`src/rtl/ddr_arbiter.sv`:
```
// Three-way DDRAM port arbiter: one burst writer, two burst readers.
// Define DDR_ARB_STATS_EN to add per-port burst and busy-cycle counters.
`timescale 1ns/1ps
module ddr_arbiter #(
  parameter int ADDR_WIDTH  = 32,
  parameter int DATA_WIDTH  = 64,
  parameter int BURST_WIDTH = 8
) (
  input  logic                    clock,
  input  logic                    reset,
`ifdef DDR_ARB_STATS_EN
  input  logic                    stats_clear,
  output logic [15:0]             stats_w,
  output logic [15:0]             stats_r0,
  output logic [15:0]             stats_r1,
  output logic [31:0]             stats_busy,
`endif
  input  logic                    w_wr,
  input  logic [ADDR_WIDTH-1:0]   w_addr,
  input  logic [BURST_WIDTH-1:0]  w_burstLength,
  input  logic [DATA_WIDTH/8-1:0] w_mask,
  input  logic [DATA_WIDTH-1:0]   w_din,
  output logic                    w_waitReq,
  input  logic                    r0_rd,
  input  logic [ADDR_WIDTH-1:0]   r0_addr,
  input  logic [BURST_WIDTH-1:0]  r0_burstLength,
  output logic                    r0_waitReq,
  output logic                    r0_valid,
  output logic [DATA_WIDTH-1:0]   r0_dout,
  input  logic                    r1_rd,
  input  logic [ADDR_WIDTH-1:0]   r1_addr,
  input  logic [BURST_WIDTH-1:0]  r1_burstLength,
  output logic                    r1_waitReq,
  output logic                    r1_valid,
  output logic [DATA_WIDTH-1:0]   r1_dout,
  output logic                    ddr_rd,
  output logic                    ddr_wr,
  output logic [ADDR_WIDTH-1:0]   ddr_addr,
  output logic [BURST_WIDTH-1:0]  ddr_burstLength,
  output logic [DATA_WIDTH/8-1:0] ddr_mask,
  output logic [DATA_WIDTH-1:0]   ddr_din,
  input  logic [DATA_WIDTH-1:0]   ddr_dout,
  input  logic                    ddr_waitReq,
  input  logic                    ddr_valid
);

  typedef enum logic [1:0] {
    IDLE, READ_CMD, READ_DATA, WRITE
  } state_t;

  localparam logic [BURST_WIDTH-1:0] ONE = 1;

  state_t                 r_state;
  state_t                 w_state_nxt;
  logic                   r_owner;
  logic                   r_rr;
  logic [BURST_WIDTH-1:0] r_cnt;
  logic [BURST_WIDTH-1:0] r_burst;
  logic [ADDR_WIDTH-1:0]  r_addr;
  logic                   w_beat;
  logic                   w_done;
  logic                   w_pick_r1;

  function automatic logic [BURST_WIDTH-1:0] fix_len(
    input logic [BURST_WIDTH-1:0] b
  );
    return (b == '0) ? ONE : b;
  endfunction

  assign w_pick_r1       = r1_rd & (~r0_rd | r_rr);
  assign ddr_addr        = r_addr;
  assign ddr_burstLength = r_burst;
  assign r0_dout         = ddr_dout;
  assign r1_dout         = ddr_dout;

  always_comb begin
    w_state_nxt = r_state;
    ddr_rd      = 1'b0;
    ddr_wr      = 1'b0;
    ddr_din     = '0;
    ddr_mask    = '0;
    w_waitReq   = 1'b1;
    r0_waitReq  = 1'b1;
    r1_waitReq  = 1'b1;
    r0_valid    = 1'b0;
    r1_valid    = 1'b0;
    w_beat      = 1'b0;
    unique case (r_state)
      IDLE: begin
        if (w_wr)
          w_state_nxt = WRITE;
        else if (r0_rd | r1_rd)
          w_state_nxt = READ_CMD;
      end
      READ_CMD: begin
        ddr_rd = 1'b1;
        if (r_owner)
          r1_waitReq = ddr_waitReq;
        else
          r0_waitReq = ddr_waitReq;
        if (!ddr_waitReq)
          w_state_nxt = READ_DATA;
      end
      READ_DATA: begin
        r0_valid = ddr_valid & ~r_owner;
        r1_valid = ddr_valid & r_owner;
        w_beat   = ddr_valid;
      end
      WRITE: begin
        ddr_wr    = w_wr;
        ddr_din   = w_din;
        ddr_mask  = w_mask;
        w_waitReq = ddr_waitReq;
        w_beat    = w_wr & ~ddr_waitReq;
      end
      default: w_state_nxt = IDLE;
    endcase
    w_done = w_beat & (r_cnt == r_burst - ONE);
    if (w_done)
      w_state_nxt = IDLE;
  end

  always_ff @(posedge clock) begin
    if (reset) begin
      r_state <= IDLE;
      r_owner <= 1'b0;
      r_rr    <= 1'b0;
      r_cnt   <= '0;
      r_burst <= ONE;
      r_addr  <= '0;
    end else begin
      r_state <= w_state_nxt;
      if (r_state == IDLE) begin
        r_cnt <= '0;
        if (w_wr) begin
          r_addr  <= w_addr;
          r_burst <= fix_len(w_burstLength);
        end else if (r0_rd | r1_rd) begin
          r_owner <= w_pick_r1;
          r_addr  <= w_pick_r1 ? r1_addr : r0_addr;
          r_burst <= fix_len(w_pick_r1 ? r1_burstLength
                                       : r0_burstLength);
        end
      end else if (w_done) begin
        r_cnt <= '0;
      end else if (w_beat) begin
        r_cnt <= r_cnt + ONE;
      end
      // fairness only tracks readers; the writer always wins
      if (w_done && r_state == READ_DATA)
        r_rr <= ~r_owner;
    end
  end

`ifdef DDR_ARB_STATS_EN
  logic [15:0] r_st_w;
  logic [15:0] r_st_r0;
  logic [15:0] r_st_r1;
  logic [31:0] r_st_busy;

  always_ff @(posedge clock) begin
    if (reset || stats_clear) begin
      r_st_w    <= '0;
      r_st_r0   <= '0;
      r_st_r1   <= '0;
      r_st_busy <= '0;
    end else begin
      if (w_done && r_state == WRITE && r_st_w != 16'hFFFF)
        r_st_w <= r_st_w + 16'd1;
      if (w_done && r_state == READ_DATA && !r_owner &&
          r_st_r0 != 16'hFFFF)
        r_st_r0 <= r_st_r0 + 16'd1;
      if (w_done && r_state == READ_DATA && r_owner &&
          r_st_r1 != 16'hFFFF)
        r_st_r1 <= r_st_r1 + 16'd1;
      if (r_state != IDLE)
        r_st_busy <= r_st_busy + 32'd1;
    end
  end

  assign stats_w    = r_st_w;
  assign stats_r0   = r_st_r0;
  assign stats_r1   = r_st_r1;
  assign stats_busy = r_st_busy;
`endif

endmodule

```
`config.mk`:
```
export PLATFORM = sky130hd
export DESIGN_NAME = ddr_arbiter
export DESIGN_NICKNAME = d
export VERILOG_FILES = /design/src/rtl/ddr_arbiter.sv
export SDC_FILE = /design/constraint.sdc
export NUM_CORES = 1
export LEC_CHECK = 0
export ABC_AREA = 0
export BUFFER_PORTS_ARGS = -buffer_cell sky130_fd_sc_hd__buf_2
export CORE_AREA = 2 2 199 201
export CTS_CLUSTER_DIAMETER = 100
export DETAILED_ROUTE_END_ITERATION = 12
export DIE_AREA = 0 0 201 203
export GPL_ROUTABILITY_DRIVEN = 0
export PLACE_DENSITY = 0.4
export SYNTH_ARGS = -nofsm -noshare
export SYNTH_HDL_FRONTEND = slang
export SYNTH_SLANG_ARGS = --single-unit
export TNS_END_PERCENT = 10
```
`constraint.sdc`:
```
create_clock -name clock -period 3.45 [get_ports clock]
set_input_delay 0.69 -clock clock [delete_from_list [all_inputs] [get_ports clock]]
set_output_delay 0.69 -clock clock [all_outputs]
set_load 0.1 [all_outputs]
```
# Yosys cells after proc, flatten, opt, wreduce, memory -nomap -nowiden
# Cells that the tools add are included.
# op_classes
add_sub_neg,2
n_eq_ne,6
muxes,24
bitwise,11
n_reduce_logical,11
# ops
operator,count
$mux W32,3
$mux W64,1
$mux W8,6
$logic_not A8 Y1,2
$mux W1,9
$add A8 B1 Y8 const B,1
$eq A8 B8 Y1,1
$sub A8 B1 Y8 const B,1
$mux W2,3
$reduce_and A3 Y1,2
$and A1 B1 Y1,5
$eq A2 B2 Y1 const B,2
$not A1 Y1,4
$pmux W2 S2,1
$reduce_bool A2 Y1,2
$ne A3 B2 Y1 const B,1
$reduce_or A3 Y1,1
$eq A2 B1 Y1 const B,1
$logic_not A2 Y1,1
$ne A2 B2 Y1 const B,1
$or A1 B1 Y1,2
$pmux W1 S2,1
$reduce_and A2 Y1,1
$reduce_or A2 Y1,1
$logic_and A1 B1 Y1,1
# word_totals
regBits,52
out_inout_bits,247

# Logic depth before layout (Yosys ltp)
# depth
ltp_word,8
ltp_mapped,7

# Least setup slack after synthesis
# OpenSTA, ideal clock, no wires.
# synth_timing
path_type,input to output
start,input ddr_waitReq
end,output r0_valid
t_arrival_ps,3120
required_ps,2760
setup_slack_ps,-360
path_stages,3
cell_sequence,and3b_1 > o21ai_0 > nor3_1
# synth_lines
element,line,rtl
start: declaration,43,"input logic ddr_waitReq,"
end: declaration,28,"output logic r0_valid,"

# Worst setup path after layout
# layout_timing
start,register r_state[1]
end,output ddr_din[38]
# layout_via
elab_chain_cells,2
# layout_lines
element,line,rtl
start: declaration,53,state_t r_state;
start signal: assignment,132,r_state <= w_state_nxt;
$eq A2 B2 Y1,88,unique case (r_state)
$mux W64,88,
end: declaration,41,"output logic [DATA_WIDTH-1:0] ddr_din,"
# Every way passes these cells.

==> results.md <==
* Netlist cell types at 45
* Leakage at 3.006 nW
* Synth Area in Simple Gates at 0.2523
* H-tree levels at 2
* Worst vdd ir at 0.2491 mV
* P&R area growth vs syn at 30.40%
* Largest family of logic cells by synthesized area: simple AND/OR/NAND/NOR gates
* #FFs+latches synth at 52
* First-pass GRT wire length at 27,480 microns
* Hold buffer count at CTS at 0
* DIE WIDTH at 201 microns
* Avg Inst Size Synth at 7.739 sq um
* CP endpoint: ddr_din[38]
* Ys flop type: dfxtp_1
* Setup violations, final at 0
* Ports at 510
* Worst R2R Start: r_state[1]$_SDFFE_PP0P_
* Max capacitance violation total at 0
* Mapped Area at 4721 sq um
* Unrepaired setup endpoints after global routing: false
* Ys Warns at 0
* Levels on crit path at 3
* Antenna-violating nets left at 0
* Clock tree sinks at 52
* Rows at 72
* Worst Setup End Kind: primary output
* Pre-CTS setup slack at 0.9806 ns
* Slew Limit Fails at 0
* Min-Delay Path Class: reg2reg
* Async set or reset register ratio after synthesis at 0
* CP required at 2.76 ns
* Setup Skew at 0.008639 ns
* Iteration-0 DRC Markers at 144
* Deepest clock path buffer count at 2
* Total setup buffers inserted after CTS at 0
* Clock tree root buffer cell: clkbuf_16
* GRT Residual Overflow at 0
* Post-Synth Adder-Cell Area at 0.005301
* Non-filler cells in the finished layout at 1,289
* Mean number of vias per cell at 3.580
* Initial antenna violation count at 2
* Final nets at 1,035
* Buf/Inv on CP at 2
* Core region area at 38,470 sq um
* Synthesized Nets at 875
* Final worst path period need at 2.805 ns
* Reg2reg setup slack at 1.06 ns
* Crit path largest cell delay at 0.79 ns
* Layout cell share with drive strength beyond 1 at 0.5058
* Post-synthesis cell count at 610
* Commonest non-fill, non-tap cell in the layout: buf_2
* Post-Synth XOR/XNOR Area at 0.02783
* Routed WL per cell at 14.32 microns
* Post-synth EDFFs at 0
* Worst path top cell family by delay: buffers and inverters
* Worst Setup SP: r_state[1]$_SDFFE_PP0P_
* Pwr dens at 457.6 nW/um^2
* Cell count after placement at 1,281
* Buffers on Ports at 317
* Post-route DRC at 0
* CTS tree: done
* Worst R2R Path Depth at 5
* Die Ht at 203 microns
* Reg clk slew, reported paths at 0.08 ns
* Fmax at 356.5 MHz
* Pwr Total at 2.817 mW
* DR vias at 4,614
* Relative slew margins at 0.5224
* Final setup margin at 0.6449 ns
* Crit path kind: reg2out
* Worst Tran Pin Value at 0.7164 ns
* Worst reg2reg endpoint: ddr_addr[25]$_SDFFE_PP0P_
* HPWL Detailed at 15,210 microns
* Hold Slack at 0.4540 ns
* Outcome: complete, no violations
* Worst-path fanout max at 52
* Most frequent cells in the layout: buf_2 (314), and3_1 (74), dfxtp_1 (50)
* CP Launch Type: register
* Sequential element share of the synthesized area at 0.2205
* Clock Latency Late Sink at 0.30 ns
* Post-cts gate resize count at 0
* Total wire length at 18,460 microns
* Antenna diodes at 0
* CTS buffer count at 5
* Compound-Gate Fraction of Synth Area at 0.1447
* Final hold violation count at 0
* Cell Chain, Critical Path: buf_4 -> and3_1 -> buf_2
* GR Util All Layers at 0.08603
* Largest net degree at the start of global routing at 77
* Arrival time worst endpoint at 2.12 ns
* DR pass1 iterations at 4
* CP max-delay cell: dfxtp_2
* Vias in the first global route at 4,664
* Multiplexer area fraction after synthesis at 0.09992
* Die area at 40,800 sq um
* Initial Util at 0.1227
* Final cycle utilization of the critical path at 0.8131
## per-layer routing
| layer | track usage | vias up | part of all wire |
|---|---|---|---|
| met5 | 0 | - | 0 |
| met4 | 0.02090 | 0 | 0.0097 |
| met3 | 0.02055 | 14 | 0.062 |
| met2 | 0.1543 | 193 | 0.51 |
| met1 | 0.1029 | 2101 | 0.42 |
| li1 | - | 2306 | - |
## final cells by class
type	instances	area, sq um
fillers	4460	32310
multi-input cells	375	2529
repair buffers	331	1749
flip-flops and latches	52	1044
well taps	518	648.1
clock buffers	5	125.1
clock inverters	3	42.54
inverters	5	18.77
## cells in the mapped netlist (all sizes together), types with 3 or more instances
| library cell | number | area (sq um) |
|---|---|---|
| buf | 132 | 984.7 |
| clkbuf | 46 | 173.9 |
| o211ai | 39 | 292.8 |
| xnor2 | 7 | 61.31 |
| mux2 | 41 | 461.7 |
| a211oi | 4 | 35.03 |
| nand4 | 3 | 18.77 |
| nor4 | 13 | 96.34 |
| and3 | 74 | 462.9 |
| inv | 5 | 18.77 |
| nand2 | 46 | 172.7 |
| dfxtp | 52 | 1041 |
| a21oi | 44 | 220.2 |
| nor2 | 12 | 45.04 |
| nand2b | 41 | 256.5 |
| xor2 | 8 | 70.07 |
| nand3 | 4 | 20.02 |
| nor3 | 8 | 40.04 |
| o21ai | 7 | 35.03 |
## how the worst min path moves through the flow
stage | start | endpoint | slack, ns | cells after the start
2_1_floorplan | r_cnt[1]$_SDFFE_PP0P_ | r_cnt[1]$_SDFFE_PP0P_ | 0.52 | 2
3_3_place_gp | ddr_addr[16]$_SDFFE_PP0P_ | ddr_addr[16]$_SDFFE_PP0P_ | 0.44 | 2
3_5_place_dp | ddr_addr[3]$_SDFFE_PP0P_ | ddr_addr[3]$_SDFFE_PP0P_ | 0.44 | 2
4_1_cts | ddr_addr[3]$_SDFFE_PP0P_ | ddr_addr[3]$_SDFFE_PP0P_ | 0.45 | 2
5_1_grt | ddr_addr[22]$_SDFFE_PP0P_ | ddr_addr[22]$_SDFFE_PP0P_ | 0.47 | 2
6_report | ddr_addr[3]$_SDFFE_PP0P_ | ddr_addr[3]$_SDFFE_PP0P_ | 0.45 | 2
## kinds of logic (layout without fill, tap and decap cells)
kind of cell,after synthesis,in the layout
simple gates,211,211
buf+inv,183,344
compound gates,105,105
flops,52,52
mux,42,42
xor+xnor,15,15
fa+ha+maj,2,2
## where the power goes
part	leakage, nW	switching [mW]	internal (mW)	total [mW]
registers	0.428	0.0868	0.665	0.752
logic	2.50	1.13	0.345	1.48
clock network	0.0798	0.244	0.342	0.586
total	3.01	1.47	1.35	2.82
## metrics by stage
step,util,area [sq um],setup TNS (ns)
2_1_floorplan,-,4721,-0.7192
3_3_place_gp,0.1557,5988,0
3_5_place_dp,0.1557,5988,0
4_1_cts,0.1600,6156,0
5_1_grt,0.1600,6156,0
6_report,0.1600,6156,0
## state kept, by name, summed over array words and instances, names as in the netlist
name,flops
r_state,2
r_rr,1
r_cnt,8
r_owner,1
ddr_addr,32
ddr_burstLength,8
## worst min-delay path, cell delays in order, from the launching register on
cell,delay (ns)
dfxtp_1,0.31
nand2_1,0.05
a21oi_1,0.05
Note: power is estimated with default switching activity, not from simulation.
